===== src/rtl/sram_controller.sv =====
// rtl/sram_controller.sv - 32-bit load/store port over a 16-bit asynchronous SRAM
// Each access is split into a low and a high halfword phase, and each phase is held for HALF_CYCLES clocks.
module sram_controller #(
  parameter int HALF_CYCLES = 2
) (
  input  logic        clk,
  input  logic        rst,
  input  logic        wr_en,
  input  logic        rd_en,
  input  logic [31:0] address,
  input  logic [31:0] write_data,
  output logic [31:0] read_data,
  output logic        ready,
  output logic [17:0] sram_addr,
  output logic [15:0] sram_dq_out,
  output logic        sram_dq_oe,
  input  logic [15:0] sram_dq_in,
  output logic        sram_we_n
);

  localparam logic [1:0] IDLE = 2'd0;
  localparam logic [1:0] LOW  = 2'd1;
  localparam logic [1:0] HIGH = 2'd2;
  localparam logic [1:0] DONE = 2'd3;

  localparam int CW = $clog2(HALF_CYCLES) + 1;
  localparam logic [CW-1:0] LAST = CW'(HALF_CYCLES - 1);

  logic [1:0]    state;
  logic [CW-1:0] cnt;
  logic [31:0]   lat_addr;
  logic [31:0]   lat_data;
  logic          lat_wr;
  logic [31:0]   offset;
  logic          half_end;
  logic          unused_offset_bits;

  assign half_end = (cnt == LAST);
  // Data memory starts at byte address 1024; only bits [18:2] of the offset select the word.
  assign offset = lat_addr - 32'd1024;
  assign unused_offset_bits = ^{offset[31:19], offset[1:0]};

  always_ff @(posedge clk or negedge rst) begin
    if (!rst) begin
      state     <= IDLE;
      cnt       <= '0;
      lat_addr  <= '0;
      lat_data  <= '0;
      lat_wr    <= 1'b0;
      read_data <= '0;
    end else begin
      case (state)
        IDLE: begin
          if (wr_en || rd_en) begin
            lat_addr <= address;
            lat_data <= write_data;
            lat_wr   <= wr_en;
            cnt      <= '0;
            state    <= LOW;
          end
        end
        LOW: begin
          if (half_end) begin
            cnt   <= '0;
            state <= HIGH;
            if (!lat_wr) read_data[15:0] <= sram_dq_in;
          end else begin
            cnt <= cnt + CW'(1);
          end
        end
        HIGH: begin
          if (half_end) begin
            cnt   <= '0;
            state <= DONE;
            if (!lat_wr) read_data[31:16] <= sram_dq_in;
          end else begin
            cnt <= cnt + CW'(1);
          end
        end
        default: state <= IDLE;
      endcase
    end
  end

  always_comb begin
    ready       = (state == DONE) || ((state == IDLE) && !wr_en && !rd_en);
    sram_addr   = '0;
    sram_dq_out = '0;
    sram_dq_oe  = 1'b0;
    sram_we_n   = 1'b1;
    if (state == LOW || state == HIGH) begin
      sram_addr = {offset[18:2], state == HIGH};
      if (lat_wr) begin
        sram_dq_oe  = 1'b1;
        sram_we_n   = 1'b0;
        sram_dq_out = (state == HIGH) ? lat_data[31:16] : lat_data[15:0];
      end
    end
  end

endmodule


===== config.mk =====
export PLATFORM = sky130hd
export DESIGN_NAME = sram_controller
export DESIGN_NICKNAME = d
export VERILOG_FILES = /design/src/rtl/sram_controller.sv
export SDC_FILE = /design/constraint.sdc
export NUM_CORES = 1
export LEC_CHECK = 0
export CORE_ASPECT_RATIO = 1.4
export CORE_MARGIN = 4
export CORE_UTILIZATION = 60
export DETAILED_ROUTE_END_ITERATION = 10
export DONT_BUFFER_PORTS = 1
export HOLD_SLACK_MARGIN = 0.08
export PLACE_DENSITY_LB_ADDON = 0.3
export SYNTH_ARGS = -nofsm -noshare
export SYNTH_HDL_FRONTEND = slang
export SYNTH_SLANG_ARGS = --single-unit

===== constraint.sdc =====
create_clock -name clk -period 5.2 [get_ports clk]
set_clock_uncertainty 0.05 [all_clocks]
set_input_delay 1.56 -clock clk [delete_from_list [all_inputs] [get_ports clk]]
set_output_delay 1.56 -clock clk [all_outputs]
set_load 0.01 [all_outputs]

==> results by group <==
Status
  – Outcome: finished clean

Route
  – Avg Vias per Cell: about 5.9
  – Routed vias: 2083
  – 1st-iter DRT viols: a little over 70
  – DRC viols: 0
  – Wire per inst: 19.5 microns
  – Post-route ant nets: 0
  – Drt pass-1 iters: 4
  – Routed WL: approximately 6900 microns

Synthesis
  – Synth top area cells: dfrtp_1, mux2_2, mux2i_1
  – Register bit total from synthesis: 86
  – Avg Cell Area, Syn: ~14 sq um
  – Syn nets: approximately 370
  – Area leader, netlist: dfrtp_1
  – Cells after Synth: 278
  – Sequential fraction of the synthesis area: 0.567
  – Mapped Area: around 3800 sq um
  – Yosys cell types: 29
  – Synth warnings: 0
  – Post-synth top area share: 0.567

Place
  – DP HPWL: between 4000 and 5000 microns
  – Port bufs: 0
  – Post-DP Area: 3840 sq um
  – GPL Wtd Cong: approximately 0.69
  – Dpl ws: approximately 1.4 ns

Timing
  – Final WS setup: around 1.1 ns
  – Minimum clock period: approximately 4.1 ns
  – Final setup vio count: 0
  – RSZ-0062 raised after global routing: no
  – Actual slew at the worst max-slew pin: 1.14 ns
  – Max Freq: about 0.24 GHz
  – Headroom to the max-slew limit: 0.238
  – Slew Viols, Final: 0
  – Post-route setup TNS: 0 ns
  – Hold slack final: roughly 0.45 ns
  – Portion of the clock cycle consumed by the worst path in the final layout: 0.792
  – Final hold vios: 0

Worst setup path
  – Endpoint type of the worst setup path: primary output
  – CP Launch Type: flip-flop
  – Setup CP Type: reg -> out
  – Required @ worst endpoint: approximately 3.6 ns
  – Worst-path fanout max: 23
  – FF-to-FF path depth: 4
  – Worst EP arrival: roughly 2.5 ns

Clock network
  – CTS buffer count: 9
  – CTS root buffer: clkbuf_8
  – Clk sink count: 86
  – CTS H-tree depth: 3
  – Bufs on Longest Clock Path: 2
  – Worst-path clk slew: ~0.080 ns
  – Clk Latency, worst-skew pair: 0.34 ns
  – Postcts setup bufs: 0
  – Cts hold-fix bufs: 0
  – Post-CTS sizing: 0
  – TritonCTS clock tree: built

Job
  – Max-cap violations: 0

Finish
  – Most common cell after layout, fill and taps aside: dfrtp_1
  – Non-Filler Cell Area, Final: about 4100 sq um
  – Commonest cells after routing, fill and taps aside: dfrtp_1, mux2_2, nor2_1
  – Syn-to-layout area delta: 6.76%
  – Fillcell total: between 400 and 500
  – Ratio of cells with drive above 1 in the final layout: 0.376
  – Diode count: 0
  – Nets@finish: around 370

Die
  – IO Count: around 150
  – Starting Density: 0.615
  – Height of the chip: 102 microns
  – Core area: between 6000 and 7000 sq um
  – Die Footprint: 7680 sq um
  – Die W: ~75 microns
  – Rows: 34

Worst hold path
  – Cells on Worst Hold Path: 1
  – Hold Crit Class: reg -> reg

Global route
  – Gr usage total: 0.186
  – Vias in the first global route: roughly 2.2k
  – Remaining Overflow, GRT: 0
  – Global-route wire length before repair: about 11000 microns
  – Initial antenna violation count: 0
  – Largest net degree at the start of global routing: 87

Power
  – Cell leakage power: between 1.5 and 2 nW
  – Peak VDD IR: 0.348 mV
  – Power per cell area: slightly above 700 nW/um^2
-- per-stage QoR --
step,total power [mW],utilization,instances
2_1_floorplan,2.23,-,278
3_3_place_gp,2.40,0.623,338
3_5_place_dp,2.45,0.623,338
4_1_cts,2.93,0.657,354
5_1_grt,3.09,0.657,354
6_report,2.88,0.657,354
-- final cells by class --
type / count / area (sq um) / area share
well taps: 72 / 90.1 / 0.0222
clock inverters: 6 / 70.1 / 0.0173
inverters: 5 / 18.8 / 0.00463
multi-input cells: 173 / 1570 / 0.387
clock buffers: 10 / 138 / 0.0340
flip-flops and latches: 86 / 2150 / 0.531
repair buffers: 2 / 15.0 / 0.00371
-- per-layer routing --
| metal | GRT usage | wire length (microns) | vias to the layer above |
|---|---|---|---|
| met1 | 0.210 | 2610 | 1025 |
| li1 | - | - | 961 |
| met5 | 0 | 0 | - |
| met3 | 0.0630 | 639 | 12 |
| met2 | 0.312 | 3520 | 85 |
| met4 | 0.0848 | 136 | 0 |
-- cell families after synthesis --
family          count (synthesis)  synth area share
fa+ha+maj                       5            0.0165
flops                          86             0.567
mux                           100             0.291
xor+xnor                        1           0.00231
simple gates                   52            0.0742
buf+inv                        19            0.0228
compound gates                 15            0.0257
-- sequential cells by signal, indices dropped and copies added (netlist names) --
register / cells
state: 2
cnt: 2
read_data: 32
lat_addr: 17
lat_data: 32
lat_wr: 1
-- worst max-delay path, stage by stage, from the launching register on --
cell     delay (ns)
dfrtp_1        0.39
inv_1          0.09
ha_1           0.66
nand2_1        0.63
nor2_1         0.40
-- final timing paths --
path,startpoint,end,slack (ns)
min reg2reg,lat_addr[5],lat_addr[5],0.45
max,state[0],sram_dq_out[0],1.08
max in group asynchronous,rst,read_data[6],4.11
max reg2reg,state[0],read_data[31],2.37
min,lat_addr[5],lat_addr[5],0.45
min in group asynchronous,rst,lat_data[1],0.86
-- synth_stat cells (all sizes together) --
library cell	count
and3b	2
a21oi	1
o21ai	5
nor2b	3
nand2	6
inv	5
and2	9
dfrtp	86
mux2	83
nand2b	5
a21boi	6
xnor2	1
ha	5
mux2i	17
or4b	1
or4	3
nand3	1
or3b	1
o21a	1
nor2	19
or3	2
clkbuf	7
buf	7
o31ai	2
-- report_power, final --
part	total (mW)	internal, mW	leakage (nW)	switching [mW]
clock	0.471	0.237	0.0951	0.233
sequential	1.29	1.02	1.01	0.275
combinational	1.12	0.570	0.620	0.551
total	2.88	1.82	1.73	1.06
Power figures use the tool's default switching activity.
